<file path="config.mk">
export PLATFORM = sky130hd
export DESIGN_NAME = seq_divider8_flat
export DESIGN_NICKNAME = d
export VERILOG_FILES = /design/src/rtl/seq_divider8_if.sv /design/src/rtl/seq_divider8.sv /design/src/flat_wrapper.sv
export SDC_FILE = /design/constraint.sdc
export NUM_CORES = 1
export LEC_CHECK = 0
export ABC_AREA = 1
export CAP_MARGIN = 20
export CORE_MARGIN = 2
export CORE_UTILIZATION = 50
export CTS_CLUSTER_DIAMETER = 50
export DETAILED_ROUTE_END_ITERATION = 7
export PLACE_DENSITY_LB_ADDON = 0.05
export SETUP_SLACK_MARGIN = 0.05
export SLEW_MARGIN = 10
export SYNTH_ARGS = -nofsm -noshare
export SYNTH_HDL_FRONTEND = slang
export SYNTH_SLANG_ARGS = --single-unit
export TNS_END_PERCENT = 1
</file>
<file path="constraint.sdc">
create_clock -name clk -period 3.7 [get_ports clk]
set_input_delay 0.555 -clock clk [delete_from_list [all_inputs] [get_ports clk]]
set_output_delay 0.555 -clock clk [all_outputs]
set_load 0.02 [all_outputs]
</file>
<file path="src/rtl/seq_divider8_if.sv">
// Start/busy/done request bus for the sequential divider.
// The master drives the operands and start; the slave returns the results and status.
interface seq_divider8_if #(
  parameter int unsigned WIDTH = 8
) ();
  logic             start;
  logic [WIDTH-1:0] A;
  logic [WIDTH-1:0] B;
  logic [WIDTH-1:0] Quotient;
  logic [WIDTH-1:0] Remainder;
  logic             busy;
  logic             done;
  logic             div_by_zero;

  modport master (
    output start, A, B,
    input  Quotient, Remainder, busy, done, div_by_zero
  );

  modport slave (
    input  start, A, B,
    output Quotient, Remainder, busy, done, div_by_zero
  );
endinterface

</file>
<file path="src/rtl/seq_divider8.sv">
// Multi-cycle unsigned restoring divider: one shift-and-subtract step per clock,
// with the subtract done as an add of the inverted divisor plus one.
module seq_divider8 #(
  parameter int unsigned WIDTH = 8
) (
  input  logic          clk,
  input  logic          rst_n,
  seq_divider8_if.slave bus
);

  localparam int unsigned CW = (WIDTH > 1) ? $clog2(WIDTH) : 1;
  localparam int unsigned RW = WIDTH + 1;
  localparam int unsigned SW = WIDTH + 2;
  localparam int unsigned XW = 2 * WIDTH + 1;

  typedef enum logic [1:0] {
    IDLE = 2'd0,
    CALC = 2'd1,
    DONE = 2'd2
  } state_t;

  state_t           state, state_d;
  logic [RW-1:0]    r, r_d;
  logic [WIDTH-1:0] qsh, qsh_d;
  logic [WIDTH-1:0] bq, bq_d;
  logic [CW-1:0]    cnt, cnt_d;
  logic [WIDTH-1:0] quotient, quotient_d;
  logic [WIDTH-1:0] remainder, remainder_d;
  logic             busy, busy_d;
  logic             done, done_d;
  logic             dbz, dbz_d;

  logic [XW-1:0]    rq_sh;
  logic [SW-1:0]    sum;
  logic             no_borrow;
  logic [RW-1:0]    r_step;
  logic [WIDTH-1:0] q_step;

  // One restoring step: shift {R, Qsh}, trial-subtract the divisor, carry-out = no borrow.
  assign rq_sh     = {r, qsh} << 1;
  assign sum       = {1'b0, rq_sh[XW-1:WIDTH]} + {1'b0, ~{1'b0, bq}} + SW'(1);
  assign no_borrow = sum[SW-1];
  assign r_step    = no_borrow ? sum[RW-1:0] : rq_sh[XW-1:WIDTH];
  assign q_step    = rq_sh[WIDTH-1:0] | WIDTH'(no_borrow);

  // Next-state and datapath update.
  always_comb begin
    state_d     = state;
    r_d         = r;
    qsh_d       = qsh;
    bq_d        = bq;
    cnt_d       = cnt;
    quotient_d  = quotient;
    remainder_d = remainder;
    dbz_d       = dbz;
    done_d      = 1'b0;

    unique case (state)
      IDLE: begin
        if (bus.start) begin
          qsh_d   = bus.A;
          bq_d    = bus.B;
          r_d     = '0;
          cnt_d   = '0;
          state_d = CALC;
        end
      end

      CALC: begin
        // A zero divisor spends this single cycle here so done lands one edge after accept.
        if (bq == '0) begin
          state_d     = DONE;
          quotient_d  = '1;
          remainder_d = qsh;
          dbz_d       = 1'b1;
          done_d      = 1'b1;
        end else begin
          r_d   = r_step;
          qsh_d = q_step;
          cnt_d = cnt + CW'(1);
          if (cnt == CW'(WIDTH - 1)) begin
            state_d     = DONE;
            quotient_d  = q_step;
            remainder_d = r_step[WIDTH-1:0];
            dbz_d       = 1'b0;
            done_d      = 1'b1;
          end
        end
      end

      DONE: begin
        state_d = IDLE;
      end

      default: begin
        state_d = IDLE;
      end
    endcase

    busy_d = (state_d != IDLE);
  end

  // State and registered outputs.
  always_ff @(posedge clk or negedge rst_n) begin
    if (!rst_n) begin
      state     <= IDLE;
      r         <= '0;
      qsh       <= '0;
      bq        <= '0;
      cnt       <= '0;
      quotient  <= '0;
      remainder <= '0;
      busy      <= 1'b0;
      done      <= 1'b0;
      dbz       <= 1'b0;
    end else begin
      state     <= state_d;
      r         <= r_d;
      qsh       <= qsh_d;
      bq        <= bq_d;
      cnt       <= cnt_d;
      quotient  <= quotient_d;
      remainder <= remainder_d;
      busy      <= busy_d;
      done      <= done_d;
      dbz       <= dbz_d;
    end
  end

  assign bus.Quotient    = quotient;
  assign bus.Remainder   = remainder;
  assign bus.busy        = busy;
  assign bus.done        = done;
  assign bus.div_by_zero = dbz;

endmodule

</file>
<file path="src/flat_wrapper.sv">
// flat-port wrapper written by rule: the top's interface ports become plain ports
module seq_divider8_flat 
#(
  parameter int unsigned WIDTH = 8
)
  (clk, rst_n, bus_start, bus_A, bus_B, bus_Quotient, bus_Remainder, bus_busy, bus_done, bus_div_by_zero);
  seq_divider8_if #(.WIDTH(WIDTH)) bus_i ();
  input  logic clk;
  input  logic rst_n;
  input wire logic [$bits(bus_i.start)-1:0] bus_start;
  input wire logic [$bits(bus_i.A)-1:0] bus_A;
  input wire logic [$bits(bus_i.B)-1:0] bus_B;
  output wire logic [$bits(bus_i.Quotient)-1:0] bus_Quotient;
  output wire logic [$bits(bus_i.Remainder)-1:0] bus_Remainder;
  output wire logic [$bits(bus_i.busy)-1:0] bus_busy;
  output wire logic [$bits(bus_i.done)-1:0] bus_done;
  output wire logic [$bits(bus_i.div_by_zero)-1:0] bus_div_by_zero;
  assign bus_i.start = bus_start;
  assign bus_i.A = bus_A;
  assign bus_i.B = bus_B;
  assign bus_Quotient = bus_i.Quotient;
  assign bus_Remainder = bus_i.Remainder;
  assign bus_busy = bus_i.busy;
  assign bus_done = bus_i.done;
  assign bus_div_by_zero = bus_i.div_by_zero;
  seq_divider8 #(.WIDTH(WIDTH)) u_core (.clk(clk), .rst_n(rst_n), .bus(bus_i));
endmodule
</file>
======== Word-level counts from Yosys, hierarchy flattened ========
Cells that the tools add are included.
cells by class
  add/subtract/negate cells ............... 3
  equal/unequal tests ..................... 4
  muxes and demuxes ....................... 23
  bitwise gates (word level) .............. 2
  reductions and logical operators ........ 8
operators with widths
  kind                     number
  $mux W8                  9
  $pmux W8 S2              2
  $add A10 B1 Y10 const B  1
  $add A9 B9 Y10           1
  $not A8 Y9               1
  $logic_not A8 Y1         1
  $or A8 B1 Y8             1
  $mux W2                  3
  $mux W3                  2
  $pmux W3 S2              1
  $reduce_bool A2 Y1       3
  $mux W1                  5
  $ne A2 B2 Y1 const B     2
  $pmux W2 S2              1
  $reduce_and A2 Y1        2
  $add A3 B1 Y3 const B    1
  $eq A3 B3 Y1 const B     1
  $reduce_and A3 Y1        1
  $eq A2 B1 Y1 const B     1
  $logic_not A2 Y1         1
storage, ports and cells
  register bits ........................... 48
  input port bits ......................... 19
  output and inout port bits .............. 19
  word-level logic and storage cells ...... 50

======== Logic depth before layout (Yosys ltp) ========
Gate-level depths: netlist (run 1).
  word-level depth ........................ 6
  depth in mapped cells ................... 13
  gate-level depth less buffers ........... 12

======== Worst setup path after synthesis (run 1) ========
No wires, ideal clock.
  path type ............................... register to register
  start ................................... register u_core.bq[4]
  end ..................................... register u_core.r[3]
  setup time .............................. 117 ps
  data arrival time ....................... 1514 ps
  data required time ...................... 3583 ps
  setup slack ............................. 2069 ps
  stages on the path, launching flop included .. 14
  buffers on the path ..................... 1
  clock period less this slack ............ 1631 ps
  path through ............................ dfrtp_1 inv_1 ha_1 nand2_1 nand2_1 inv_1 nand2_1 nand2_2 nand3_2 buf_6 nand2_1 o21ai_2 nand2_1 nand2_1
between the ends
  longest elaborated chain between the ends .. 6
  elaborated cells between the ends (all ways) .. 9
  classes of those cells .................. 2 x add/sub; 1 x eq/ne; 3 x mux; 1 x bitwise; 2 x reduce/logical
RTL lines
  what                    RTL line             source
  start, declared         seq_divider8.sv:25   logic [WIDTH-1:0] bq, bq_d;
  start signal, assigned  seq_divider8.sv:120  bq <= bq_d;
  $not A8 Y9              seq_divider8.sv:41   assign sum = {1'b0, rq_sh[XW-1:WIDTH]} + {1'b0, ~{1'b0, bq}} + SW'(1);
  $add A9 B9 Y10          seq_divider8.sv:41
  $add A10 B1 Y10         seq_divider8.sv:41
  $mux W8                 seq_divider8.sv:43   assign r_step = no_borrow ? sum[RW-1:0] : rq_sh[XW-1:WIDTH];
  $mux W8                 seq_divider8.sv:71   if (bq == '0) begin
  $pmux W8 S2             seq_divider8.sv:58   unique case (state)
  end signal, assigned    seq_divider8.sv:118  r <= r_d;
  end, declared           seq_divider8.sv:23   logic [RW-1:0] r, r_d;
Several ways; a longest one is shown, not always the timed one. The select of a mux whose other input is x is not followed.
A chain may end at the register's enable or synchronous reset.

======== Worst setup path after layout (run 1) ========
  start ................................... register u_core.state[1]
  end ..................................... register u_core.qsh[0]
between the ends
  longest elaborated chain between the ends .. 3
  elaborated cells between the ends (all ways) .. 7
  classes of those cells .................. 3 x eq/ne; 1 x mux; 3 x reduce/logical
RTL lines
  what                                                                 RTL line             source
  start, declared                                                      seq_divider8.sv:22   state_t state, state_d;
  start signal, assigned                                               seq_divider8.sv:117  state <= state_d;
  $eq A2 B1 Y1 / $logic_not A2 Y1 (equally long branches)              seq_divider8.sv:58
  $ne A2 B2 Y1 (no line) / $reduce_bool A2 Y1 (equally long branches)  --
  $reduce_and A3 Y1 (no line)                                          --
  end signal, assigned                                                 seq_divider8.sv:119  qsh <= qsh_d;
  end, declared                                                        seq_divider8.sv:24   logic [WIDTH-1:0] qsh, qsh_d;
Several ways; a longest one is shown, not always the timed one.

==> results_tabular.tex, run 1 <==
\begin{tabular}{lr}
\hline
Metric & Value \\
\hline
\multicolumn{2}{l}{\textbf{Yosys}} \\
Post-Syn Nets & 369 \\
Area share of the leading cell type in the synthesized netlist & 0.449 \\
Most used flip-flop cell after synthesis & sky130\_fd\_sc\_hd\_\_dfrtp\_1 \\
Post-Syn Area per Cell & 7.89 um\^{}2 \\
Flops \& latches, synth & 48 \\
Count of distinct cell types in the synthesized netlist & 33 \\
Number of instances in the synthesized netlist & 339 \\
Post-synthesis sequential area ratio & 0.449 \\
Syn. warnings & 0 \\
Share of flip-flops with an asynchronous set or reset after synthesis & 1.00 \\
Area leader, netlist & sky130\_fd\_sc\_hd\_\_dfrtp\_1 \\
Ranking of synthesized cells by area & sky130\_fd\_sc\_hd\_\_dfrtp\_1 (45\%), sky130\_fd\_sc\_hd\_\_nand2\_1 (16\%), sky130\_fd\_sc\_hd\_\_inv\_1 (6.0\%) \\
Mapped cell area & 2670 um\^{}2 \\
Number of synthesized flops with an enable pin & 0 \\
\multicolumn{2}{l}{\textbf{Cells and area}} \\
Fraction of final layout cells sized beyond drive strength 1 & 0.101 \\
Non-filler cells in the finished layout & 447 \\
Final Cell Area & 3220 um\^{}2 \\
Number of inserted diodes & 0 \\
Nets & 406 \\
Highest-count cells in the layout ignoring fill and taps & sky130\_fd\_sc\_hd\_\_nand2\_1 (114), sky130\_fd\_sc\_hd\_\_dfrtp\_1 (48), sky130\_fd\_sc\_hd\_\_inv\_1 (43), sky130\_fd\_sc\_hd\_\_clkdlybuf4s50\_1 (36), sky130\_fd\_sc\_hd\_\_nand3\_1 (25) \\
Most common cell after layout, fill and taps aside & sky130\_fd\_sc\_hd\_\_nand2\_1 \\
Area growth from synthesis to final layout & 20.4\% \\
\multicolumn{2}{l}{\textbf{Routing}} \\
DRC viols & 0 \\
First DRT Iteration DRCs & 94 \\
Routed via count & 2291 \\
Total detailed-routing wirelength & 6.02 mm \\
Mean number of vias per cell & 5.13 \\
Post-route ant nets & 0 \\
First-pass iteration count of the detailed router & 4 \\
Detail-routed net length per standard cell & 13.5 um \\
\multicolumn{2}{l}{\textbf{Power and ir drop}} \\
Worst vdd rail ir drop & 591 uV \\
LEAKAGE & 0.00167 uW \\
PD cells & 1060 nW/um\^{}2 \\
\multicolumn{2}{l}{\textbf{Timing}} \\
Share of the cycle needed by the critical path after routing & 0.598 \\
Final worst path period need & 2.21 ns \\
Total negative slack & 0 ns \\
Worst-margin pin slew & 0.691 ns \\
Number of endpoints with negative hold slack in the final report & 0 \\
Setup violations, final & 0 \\
Remaining max-slew budget at the tightest pin & 0.538 \\
Final Max Slew Viols & 0 \\
Setup repair after global routing missed its margin & false \\
Worst Setup Slack, final & 1.49 ns \\
Peak clock frequency supported by timing & 452 MHz \\
Clock tree skew after final layout & 0.00979 ns \\
\multicolumn{2}{l}{\textbf{Job}} \\
Max-capacitance violation count & 0 \\
\multicolumn{2}{l}{\textbf{Setup path}} \\
Peak fanout along the critical path & 20 \\
Most common cell type on the critical path & sky130\_fd\_sc\_hd\_\_nand2\_1 \\
Arrival time at the worst endpoint & 2.40 ns \\
Endpoint type of the worst setup path & flop \\
Cell breakdown of the critical path & nor2\_4, inv\_2, nor2\_2, inv\_2, nand2\_1, inv\_4, nand2\_1, nand2\_1 \\
Kind of critical path & flop to flop \\
Buf/Inv on CP & 3 \\
Required time at the worst-slack endpoint & 3.89 ns \\
Worst stage delay on the critical path & 0.53 ns \\
Top Family by Delay on Critical Path & simple AND/OR/NAND/NOR gates \\
Kind of start point of the critical path & flop \\
Critical-path cell with the highest stage delay & sky130\_fd\_sc\_hd\_\_nand2\_1 \\
\multicolumn{2}{l}{\textbf{Floorplanning}} \\
Num rows & 26 \\
Floorplan die area & 5950 um\^{}2 \\
Die boundary height & 77.1 um \\
Die span in x & 77.1 um \\
Core area & 5140 um\^{}2 \\
Effective utilization at floorplan & 0.520 \\
I/O pins & 38 \\
\multicolumn{2}{l}{\textbf{Global routing}} \\
Wire length of the first global-routing pass & 10.6 mm \\
Number of antenna violations at the first check in global routing & 0 \\
Global Route Usage Sum & 0.224 \\
Via count of the first global-routing pass & 2232 \\
Pin count of the biggest net entering global routing & 49 \\
Total overflow reported by the global router & 0 \\
\multicolumn{2}{l}{\textbf{Clocking}} \\
TritonCTS buffer count & 5 \\
Root buffer selected by CTS & sky130\_fd\_sc\_hd\_\_clkbuf\_8 \\
Post\_cts resized & 0 \\
Number of levels in the clock H-tree & 2 \\
Maximum buffer depth of the clock tree & 2 \\
Clock transition at path regs & 0.09 ns \\
Cts hold-fix bufs & 0 \\
Number of sinks driven by the clock tree & 48 \\
Post-CTS repair timing setup buffer count & 0 \\
CTS tree & built \\
Clock Latency Late Sink & 0.31 ns \\
\multicolumn{2}{l}{\textbf{Placement}} \\
Placed standard-cell area & 3070 um\^{}2 \\
Number of placed cells counting well taps & 438 \\
Port Buffers & 37 \\
Half-perimeter wire length after detailed placement & 4.41 mm \\
Post-Place Setup Slack & 1.51 ns \\
Final RePlAce weighted congestion & 0.857 \\
\multicolumn{2}{l}{\textbf{Outcome}} \\
Outcome & finished clean \\
\multicolumn{2}{l}{\textbf{Worst hold path}} \\
Path type of the worst min-delay path & input pin to asynchronous set/reset pin \\
\hline
\end{tabular}
-- cell type report --
cell class	count	area (um^2)
Multi-Input combinational cell	231	1220
Inverter	52	198
Clock buffer	7	96.3
Clock inverter	1	30.0
Sequential cell	48	1200
Timing Repair Buffer	38	385
Tap cell	70	87.6
Fill cell	481	1920
-- worst paths after layout --
kind / startpoint / end / slack, ns / cells past startpoint
max in group asynchronous: rst_n / u_core.cnt[1]$_DFFE_PN0P_ / 3.01 / 2
min in group clk: u_core.bus.Quotient[3]$_DFFE_PN0P_ / u_core.bus.Quotient[3]$_DFFE_PN0P_ / 0.47 / 2
min: rst_n / u_core.bq[5]$_DFFE_PN0P_ / 0.18 / 1
max reg2reg: u_core.state[1]$_DFF_PN0_ / u_core.qsh[0]$_DFFE_PN0P_ / 1.49 / 8
min reg2reg: u_core.bus.Quotient[3]$_DFFE_PN0P_ / u_core.bus.Quotient[3]$_DFFE_PN0P_ / 0.47 / 2
max: u_core.state[1]$_DFF_PN0_ / u_core.qsh[0]$_DFFE_PN0P_ / 1.49 / 8
-- synthesized netlist by cell type, types with 2 or more instances --
library cell and number:
sky130_fd_sc_hd__o21ai_1 18, sky130_fd_sc_hd__nor2_1 4, sky130_fd_sc_hd__dfrtp_1 48, sky130_fd_sc_hd__nand2_1 114, sky130_fd_sc_hd__buf_2 3, sky130_fd_sc_hd__or2_1 2
sky130_fd_sc_hd__ha_1 10, sky130_fd_sc_hd__nand4_1 9, sky130_fd_sc_hd__o21ai_0 21, sky130_fd_sc_hd__inv_1 43, sky130_fd_sc_hd__buf_6 2, sky130_fd_sc_hd__inv_2 8
sky130_fd_sc_hd__clkbuf_1 2, sky130_fd_sc_hd__o21ai_2 2, sky130_fd_sc_hd__a21oi_1 3, sky130_fd_sc_hd__nor2_2 2, sky130_fd_sc_hd__nand2_2 5, sky130_fd_sc_hd__nand3_1 25
sky130_fd_sc_hd__xnor2_1 2, sky130_fd_sc_hd__nand3_2 2, sky130_fd_sc_hd__nor2_4 2
-- state kept, by name (all words and copies together), names as in the netlist --
register,count
u_core.bq,8
u_core.bus.Quotient,8
u_core.bus.Remainder,8
u_core.bus.busy,1
u_core.bus.div_by_zero,1
u_core.bus.done,1
u_core.cnt,3
u_core.qsh,8
u_core.r,8
u_core.state,2
-- layer usage --
| layer | GRT usage | share of wire | vias up |
|---|---|---|---|
| met5 | 0 | 0 | - |
| met4 | 0.0911 | 0.019 | 0 |
| met3 | 0.0400 | 0.055 | 13 |
| met2 | 0.325 | 0.43 | 64 |
| met1 | 0.331 | 0.50 | 1064 |
| li1 | - | - | 1150 |
-- cell families after synthesis --
logic type	Yosys count	synth area share
buffers and inverters	60	0.0936
XOR/XNOR	3	0.00983
AND/OR/NAND/NOR	170	0.296
flip-flops	48	0.449
adder cells (fa/ha/maj)	11	0.0543
AO/OA/AOI/OAI	47	0.0973
-- report_power, final --
| group | switching (uW) | internal (uW) | leakage, uW |
|---|---|---|---|
| registers | 138 | 778 | 0.000595 |
| logic | 1300 | 767 | 0.00101 |
| clock network | 179 | 239 | 0.0000645 |
| total | 1620 | 1780 | 0.00167 |
-- metrics by stage --
stage          hold WS, ns  total power [uW]   util
2_1_floorplan        0.259              2480      -
3_3_place_gp         0.457              2950  0.598
3_5_place_dp         0.457              2980  0.598
4_1_cts              0.476              3420  0.623
5_1_grt              0.209              3750  0.627
6_report             0.176              3400  0.627
-- worst reg2reg max path, stage by stage, from the launching register on --
cell                      delay [ns]
sky130_fd_sc_hd__dfrtp_1        0.42
sky130_fd_sc_hd__nor2_4         0.21
sky130_fd_sc_hd__inv_2          0.15
sky130_fd_sc_hd__nor2_2         0.43
sky130_fd_sc_hd__inv_2          0.07
sky130_fd_sc_hd__nand2_1        0.53
sky130_fd_sc_hd__inv_4          0.13
sky130_fd_sc_hd__nand2_1        0.10
sky130_fd_sc_hd__nand2_1        0.05
Note: power is estimated with default switching activity, not from simulation.
==> run 2, diff against run 1 <==
==> constraint.sdc (replaced) <==
create_clock -name clk -period 2.14 [get_ports clk]
set_input_delay 0.321 -clock clk [delete_from_list [all_inputs] [get_ports clk]]
set_output_delay 0.321 -clock clk [all_outputs]
set_load 0.02 [all_outputs]
==> run 2 against run 1 <==
Against the previous run: non-clock buffer count is 7 higher; critical path depth up 3; design area increased by 1.3%; clock skew decreased by 0.0017 ns; register-to-register slack worse by 1.2 ns; clock-buffer cell count is 1 lower; wire length up 3.2%; first-iteration DRC count rose by 66%; via count rose by 1.4%.
==> results_tabular.tex, run 2 (same netlist as run 1, synthesis figures left out) <==
\begin{tabular}{lr}
\hline
Metric & Value \\
\hline
\multicolumn{2}{l}{\textbf{Power and ir drop}} \\
Internal cell power & 3030 uW \\
LEAKAGE & 0.00170 uW \\
Net Switching & 2850 uW \\
Combinational Power Share & 0.630 \\
Switching share of power & 0.485 \\
Worst vdd rail ir drop & 922 uV \\
Fraction of power consumed by the clock network & 0.098 \\
Part of the power in registers & 0.271 \\
PD cells & 1800 nW/um\^{}2 \\
\multicolumn{2}{l}{\textbf{Worst hold path}} \\
Path type of the worst min-delay path & input pin to asynchronous set/reset pin \\
\multicolumn{2}{l}{\textbf{Floorplanning}} \\
Effective utilization at floorplan & 0.520 \\
Core area & 5140 um\^{}2 \\
Die span in x & 77.1 um \\
Floorplan die area & 5950 um\^{}2 \\
Num rows & 26 \\
Die boundary height & 77.1 um \\
I/O pins & 38 \\
\multicolumn{2}{l}{\textbf{Setup path}} \\
Worst-case register-to-register setup slack & 0.24 ns \\
Endpoint of the most critical setup path & u\_core.bus.Remainder[5]\$\_DFFE\_PN0P\_ \\
Endpoint of the worst register-to-register path & u\_core.bus.Remainder[5]\$\_DFFE\_PN0P\_ \\
Required time at the worst-slack endpoint & 2.39 ns \\
Launch point of the worst path & u\_core.bq[4]\$\_DFFE\_PN0P\_ \\
Buf/Inv on CP & 2 \\
Worst Reg2Reg Path Length in Cells & 11 \\
Peak fanout along the critical path & 9 \\
Endpoint type of the worst setup path & flop \\
Cell breakdown of the critical path & inv\_1, ha\_1, nand2\_1, nand2\_1, inv\_1, nand2\_1, nand2\_2, nand3\_2, nand3\_1, nand3\_1, nand2\_1 \\
Kind of start point of the critical path & flop \\
Arrival time at the worst endpoint & 2.15 ns \\
Most common cell type on the critical path & sky130\_fd\_sc\_hd\_\_nand2\_1 \\
Top Family by Delay on Critical Path & simple AND/OR/NAND/NOR gates \\
Worst stage delay on the critical path & 0.36 ns \\
Kind of critical path & flop to flop \\
Critical-path cell with the highest stage delay & sky130\_fd\_sc\_hd\_\_dfrtp\_1 \\
Beginning of the worst register-to-register path & u\_core.bq[4]\$\_DFFE\_PN0P\_ \\
Logic depth of the worst setup path including buffers & 11 \\
\multicolumn{2}{l}{\textbf{Routing}} \\
Detail-routed net length per standard cell & 13.7 um \\
DRC viols & 0 \\
Total detailed-routing wirelength & 6.22 mm \\
Post-route ant nets & 0 \\
First DRT Iteration DRCs & 156 \\
Mean number of vias per cell & 5.10 \\
Routed via count & 2322 \\
First-pass iteration count of the detailed router & 4 \\
\multicolumn{2}{l}{\textbf{Timing}} \\
Clock tree skew after final layout & 0.00806 ns \\
Share of the cycle needed by the critical path after routing & 0.890 \\
Total negative slack & 0 ns \\
Worst-margin pin slew & 0.423 ns \\
Peak clock frequency supported by timing & 525 MHz \\
Number of endpoints with negative hold slack in the final report & 0 \\
Final worst path period need & 1.90 ns \\
Post-Route Hold Slack & 0.477 ns \\
Setup repair after global routing missed its margin & true \\
Setup violations, final & 0 \\
Final Max Slew Viols & 0 \\
Remaining max-slew budget at the tightest pin & 0.718 \\
\multicolumn{2}{l}{\textbf{Clocking}} \\
TritonCTS buffer count & 5 \\
Number of sinks driven by the clock tree & 48 \\
Maximum buffer depth of the clock tree & 2 \\
Root buffer selected by CTS & sky130\_fd\_sc\_hd\_\_clkbuf\_8 \\
Clock transition at path regs & 0.09 ns \\
CTS tree & built \\
Clock Latency Late Sink & 0.31 ns \\
Number of levels in the clock H-tree & 2 \\
\multicolumn{2}{l}{\textbf{Global routing}} \\
Number of antenna violations at the first check in global routing & 0 \\
Wire length of the first global-routing pass & 11.0 mm \\
Via count of the first global-routing pass & 2284 \\
Pin count of the biggest net entering global routing & 33 \\
Total overflow reported by the global router & 0 \\
Global Route Usage Sum & 0.231 \\
\multicolumn{2}{l}{\textbf{Placement}} \\
Half-perimeter wire length after detailed placement & 4.65 mm \\
Port Buffers & 37 \\
Final RePlAce weighted congestion & 0.873 \\
\multicolumn{2}{l}{\textbf{Job}} \\
Max-capacitance violation count & 0 \\
\multicolumn{2}{l}{\textbf{Cells and area}} \\
Highest-count cells in the layout ignoring fill and taps & sky130\_fd\_sc\_hd\_\_nand2\_1 (114), sky130\_fd\_sc\_hd\_\_dfrtp\_1 (48), sky130\_fd\_sc\_hd\_\_inv\_1 (43), sky130\_fd\_sc\_hd\_\_clkdlybuf4s50\_1 (36), sky130\_fd\_sc\_hd\_\_nand3\_1 (25) \\
Area growth from synthesis to final layout & 22.0\% \\
Fill cell total of the finished layout & 481 \\
Most common cell after layout, fill and taps aside & sky130\_fd\_sc\_hd\_\_nand2\_1 \\
Fraction of final layout cells sized beyond drive strength 1 & 0.117 \\
Nets & 414 \\
Number of inserted diodes & 0 \\
Utilization of the core after routing & 0.635 \\
\multicolumn{2}{l}{\textbf{Outcome}} \\
Outcome & finished clean \\
\hline
\end{tabular}
## run 2: changes by cell type in the layout (fill, tap and decap cells not counted), sizes merged
cell / change
dlygate4sd3: +1
clkinv: +1
inv: +1
bufinv: -1
buf: +6
clkbuf: -1
nand3: +1
## run 2: worst min-delay path by stage
stage / slack (ns) / cells past startpoint / from / end
finish: 0.48 / 2 / rst_n / u_core.bq[0]$_DFFE_PN0P_
floorplan: 0.03 / 0 / rst_n / u_core.bq[0]$_DFFE_PN0P_
detailed placement: 0.29 / 1 / rst_n / u_core.bq[5]$_DFFE_PN0P_
global placement: 0.28 / 1 / rst_n / u_core.bq[5]$_DFFE_PN0P_
global route: 0.51 / 2 / u_core.bus.Remainder[0]$_DFFE_PN0P_ / u_core.bus.Remainder[0]$_DFFE_PN0P_
CTS: 0.48 / 2 / u_core.bus.Quotient[3]$_DFFE_PN0P_ / u_core.bus.Quotient[3]$_DFFE_PN0P_
## run 2: routing by layer
metal | share of wire | track usage | wire length [um] | vias to the layer above
met1 | 0.48 | 0.334 | 3020 | 1080
met3 | 0.053 | 0.0435 | 327 | 9
met4 | 0.013 | 0.0643 | 79 | 0
met2 | 0.45 | 0.357 | 2800 | 66
li1 | - | - | - | 1167
met5 | 0 | 0 | 0 | -
## run 2: layout make-up
cell class	instances	area, um^2	share of cell area
multi-input cells	232	1240	0.380
flip-flops and latches	48	1200	0.368
repair buffers	45	440	0.135
inverters	52	198	0.0606
well taps	70	87.6	0.0268
clock buffers	6	82.6	0.0253
clock inverters	2	13.8	0.00422
## run 2: power groups by stage
stage	clock network (uW)	registers (uW)	logic (uW)
floorplan	0	1750	2530
global placement	0	1610	3560
detailed placement	0	1610	3620
CTS	589	1600	3640
global route	630	1650	4200
finish	578	1590	3700
## run 2: worst reg2reg max path, cell delays in order, from the launching register on
cell and delay, ns:
sky130_fd_sc_hd__dfrtp_1 0.36, sky130_fd_sc_hd__inv_1 0.13, sky130_fd_sc_hd__ha_1 0.30, sky130_fd_sc_hd__nand2_1 0.09, sky130_fd_sc_hd__nand2_1 0.06, sky130_fd_sc_hd__inv_1 0.08, sky130_fd_sc_hd__nand2_1 0.07, sky130_fd_sc_hd__nand2_2 0.19
sky130_fd_sc_hd__nand3_2 0.21, sky130_fd_sc_hd__nand3_1 0.18, sky130_fd_sc_hd__nand3_1 0.11, sky130_fd_sc_hd__nand2_1 0.08
## run 2: timing repair
action	CTS	global route
endpoints found under the setup margin	0	17
hold endpoints to repair	16	0
setup buffers	0	1
hold buffers	1	0
resized for setup	0	1
## run 2: through the flow
step / setup slack [ns] / instances / power (uW) / cell area [um^2]
6_report: 0.236 / 455 / 5880 / 3260
3_3_place_gp: 0.176 / 444 / 5160 / 3130
5_1_grt: -0.00520 / 455 / 6480 / 3260
3_5_place_dp: 0.113 / 444 / 5230 / 3130
4_1_cts: 0.100 / 453 / 5830 / 3240
2_1_floorplan: 0.509 / 339 / 4280 / 2670
==> run 3, diff against run 2 <==
--- a/config.mk
+++ b/config.mk
@@ -8,7 +8,7 @@
 export ABC_AREA = 1
 export CAP_MARGIN = 20
 export CORE_MARGIN = 2
-export CORE_UTILIZATION = 50
+export CORE_UTILIZATION = 45
 export CTS_CLUSTER_DIAMETER = 50
 export DETAILED_ROUTE_END_ITERATION = 7
 export PLACE_DENSITY_LB_ADDON = 0.05
==> run 3 against run 2 <==
Against the previous run: via count shrank 3.8%; global-route usage is 1.9 points lower; highest routed layer unchanged; power up 4.1%; largest power group unchanged; sequential power hardly changed.
==> results_tabular.tex, run 3 (same netlist as run 1, synthesis figures left out) <==
\begin{tabular}{lr}
\hline
Metric & Value \\
\hline
\multicolumn{2}{l}{\textbf{Timing}} \\
Setup violations, final & 0 \\
Final Max Slew Viols & 0 \\
Worst-margin pin slew & 0.453 ns \\
Remaining max-slew budget at the tightest pin & 0.697 \\
Number of endpoints with negative hold slack in the final report & 0 \\
Setup repair after global routing missed its margin & false \\
Total negative slack & 0 ns \\
Final worst path period need & 1.87 ns \\
Share of the cycle needed by the critical path after routing & 0.875 \\
Post-Route Hold Slack & 0.431 ns \\
Clock tree skew after final layout & 0.00896 ns \\
Peak clock frequency supported by timing & 534 MHz \\
\multicolumn{2}{l}{\textbf{Placement}} \\
Port Buffers & 37 \\
Placed standard-cell area & 3160 um\^{}2 \\
Final RePlAce weighted congestion & 0.862 \\
Half-perimeter wire length after detailed placement & 4.77 mm \\
\multicolumn{2}{l}{\textbf{Floorplanning}} \\
Effective utilization at floorplan & 0.460 \\
Num rows & 28 \\
Floorplan die area & 6570 um\^{}2 \\
Die boundary height & 81.1 um \\
Die span in x & 81.1 um \\
Core area & 5820 um\^{}2 \\
I/O pins & 38 \\
\multicolumn{2}{l}{\textbf{Clocking}} \\
CTS tree & built \\
Clock Latency Late Sink & 0.31 ns \\
Clock transition at path regs & 0.10 ns \\
TritonCTS buffer count & 5 \\
Maximum buffer depth of the clock tree & 2 \\
Number of levels in the clock H-tree & 2 \\
Number of sinks driven by the clock tree & 48 \\
Root buffer selected by CTS & sky130\_fd\_sc\_hd\_\_clkbuf\_8 \\
\multicolumn{2}{l}{\textbf{Setup path}} \\
Cell breakdown of the critical path & ha\_1, nand2\_2, inv\_1, nand2\_1, nand2\_1, nand2\_4, nand3\_4, nand3\_1, nand3\_1, nand2\_1 \\
Top Family by Delay on Critical Path & simple AND/OR/NAND/NOR gates \\
Arrival time at the worst endpoint & 2.08 ns \\
Kind of start point of the critical path & flop \\
Buf/Inv on CP & 1 \\
Peak fanout along the critical path & 11 \\
Required time at the worst-slack endpoint & 2.34 ns \\
Endpoint type of the worst setup path & flop \\
Kind of critical path & flop to flop \\
Worst stage delay on the critical path & 0.42 ns \\
Critical-path cell with the highest stage delay & sky130\_fd\_sc\_hd\_\_dfrtp\_1 \\
Most common cell type on the critical path & sky130\_fd\_sc\_hd\_\_nand2\_1 \\
\multicolumn{2}{l}{\textbf{Cells and area}} \\
Fraction of final layout cells sized beyond drive strength 1 & 0.121 \\
Area growth from synthesis to final layout & 24.0\% \\
Utilization of the core after routing & 0.570 \\
Final Cell Area & 3320 um\^{}2 \\
Highest-count cells in the layout ignoring fill and taps & sky130\_fd\_sc\_hd\_\_nand2\_1 (114), sky130\_fd\_sc\_hd\_\_dfrtp\_1 (48), sky130\_fd\_sc\_hd\_\_inv\_1 (43), sky130\_fd\_sc\_hd\_\_clkdlybuf4s50\_1 (36), sky130\_fd\_sc\_hd\_\_nand3\_1 (25) \\
Most common cell after layout, fill and taps aside & sky130\_fd\_sc\_hd\_\_nand2\_1 \\
Number of inserted diodes & 0 \\
Nets & 416 \\
Fill cell total of the finished layout & 566 \\
\multicolumn{2}{l}{\textbf{Power and ir drop}} \\
Switching share of power & 0.468 \\
Part of the power in registers & 0.260 \\
Fraction of power consumed by the clock network & 0.131 \\
Net Switching & 2860 uW \\
Internal cell power & 3260 uW \\
Worst vdd rail ir drop & 828 uV \\
Combinational Power Share & 0.609 \\
PnR Total Power & 6120 uW \\
PD cells & 1850 nW/um\^{}2 \\
LEAKAGE & 0.00173 uW \\
\multicolumn{2}{l}{\textbf{Global routing}} \\
Global Route Usage Sum & 0.212 \\
Number of antenna violations at the first check in global routing & 0 \\
Total overflow reported by the global router & 0 \\
Via count of the first global-routing pass & 2139 \\
Pin count of the biggest net entering global routing & 20 \\
Wire length of the first global-routing pass & 10.5 mm \\
\multicolumn{2}{l}{\textbf{Routing}} \\
DRC viols & 0 \\
First-pass iteration count of the detailed router & 4 \\
First DRT Iteration DRCs & 131 \\
Mean number of vias per cell & 4.83 \\
Total detailed-routing wirelength & 6.29 mm \\
Routed via count & 2233 \\
Detail-routed net length per standard cell & 13.6 um \\
Post-route ant nets & 0 \\
\multicolumn{2}{l}{\textbf{Outcome}} \\
Outcome & finished clean \\
\multicolumn{2}{l}{\textbf{Job}} \\
Max-capacitance violation count & 0 \\
\multicolumn{2}{l}{\textbf{Worst hold path}} \\
Path type of the worst min-delay path & input pin to asynchronous set/reset pin \\
\hline
\end{tabular}
[run 3: cell count changes in the layout (fill, tap and decap cells not counted)]
cell                        previous run  this run
sky130_fd_sc_hd__nand2_2               5         4
sky130_fd_sc_hd__bufinv_16             0         2
sky130_fd_sc_hd__nand3_2               2         1
sky130_fd_sc_hd__buf_4                 6        10
sky130_fd_sc_hd__buf_12                1         0
sky130_fd_sc_hd__clkinv_2              1         0
sky130_fd_sc_hd__clkbuf_8              6         5
sky130_fd_sc_hd__nand2_4               1         2
[run 3: power groups by stage]
stage	Clock (uW)	Combinational, uW	Sequential [uW]
final	803	3730	1590
after global routing	858	4220	1640
after CTS	828	3720	1590
after detailed placement	0	3690	1600
after global placement	0	3690	1600
after floorplan	0	2530	1750
[run 3: final timing paths]
path,start,end,slack (ns),depth (start not counted)
worst max-delay path,u_core.r[2]$_DFFE_PN0P_,u_core.r[5]$_DFFE_PN0P_,0.27,10
worst min-delay path,rst_n,u_core.bq[7]$_DFFE_PN0P_,0.43,2
worst max register to register,u_core.r[2]$_DFFE_PN0P_,u_core.r[5]$_DFFE_PN0P_,0.27,10
worst min register to register,u_core.bus.Quotient[3]$_DFFE_PN0P_,u_core.bus.Quotient[3]$_DFFE_PN0P_,0.48,2
max in group asynchronous,rst_n,u_core.qsh[7]$_DFFE_PN0P_,1.13,3
min in group clk,u_core.bus.Quotient[3]$_DFFE_PN0P_,u_core.bus.Quotient[3]$_DFFE_PN0P_,0.48,2
[run 3: worst reg2reg max path: cells and delay by family, from the launching register on]
| kind | cells | cell delay (ns) |
|---|---|---|
| adders and majority gates | 1 | 0.41 |
| buffers and inverters | 1 | 0.08 |
| DFF | 1 | 0.42 |
| and+or+nand+nor | 8 | 0.85 |
[run 3: metrics by stage]
step | setup WS [ns] | instances
2_1_floorplan | 0.509 | 339
3_3_place_gp | 0.188 | 453
3_5_place_dp | 0.182 | 453
4_1_cts | 0.149 | 462
5_1_grt | 0.0666 | 462
6_report | 0.268 | 462
[run 3: final cells by class]
type | instances | area, um^2 | share of cell area
multi-input combinational | 231 | 1230 | 0.372
sequential | 48 | 1200 | 0.362
timing repair buffer | 48 | 450 | 0.136
inverter | 52 | 198 | 0.0596
tap | 75 | 93.8 | 0.0283
clock buffer | 5 | 68.8 | 0.0208
clock inverter | 3 | 68.8 | 0.0208
[run 3: repair_timing]
action                                 in CTS  in global routing
buffers inserted                            0                  0
hold buffers                                1                  0
setup endpoints to repair                   0                 15
endpoints found under the hold margin      13                  0
gates resized for setup                     0                  2
[run 3: routing by layer]
layer / vias to the layer above / track usage / share of wire
met3: 5 / 0.0367 / 0.047
met4: 0 / 0.0508 / 0.0060
met5: - / 0 / 0
met1: 1008 / 0.314 / 0.51
met2: 47 / 0.326 / 0.44
li1: 1173 / - / -
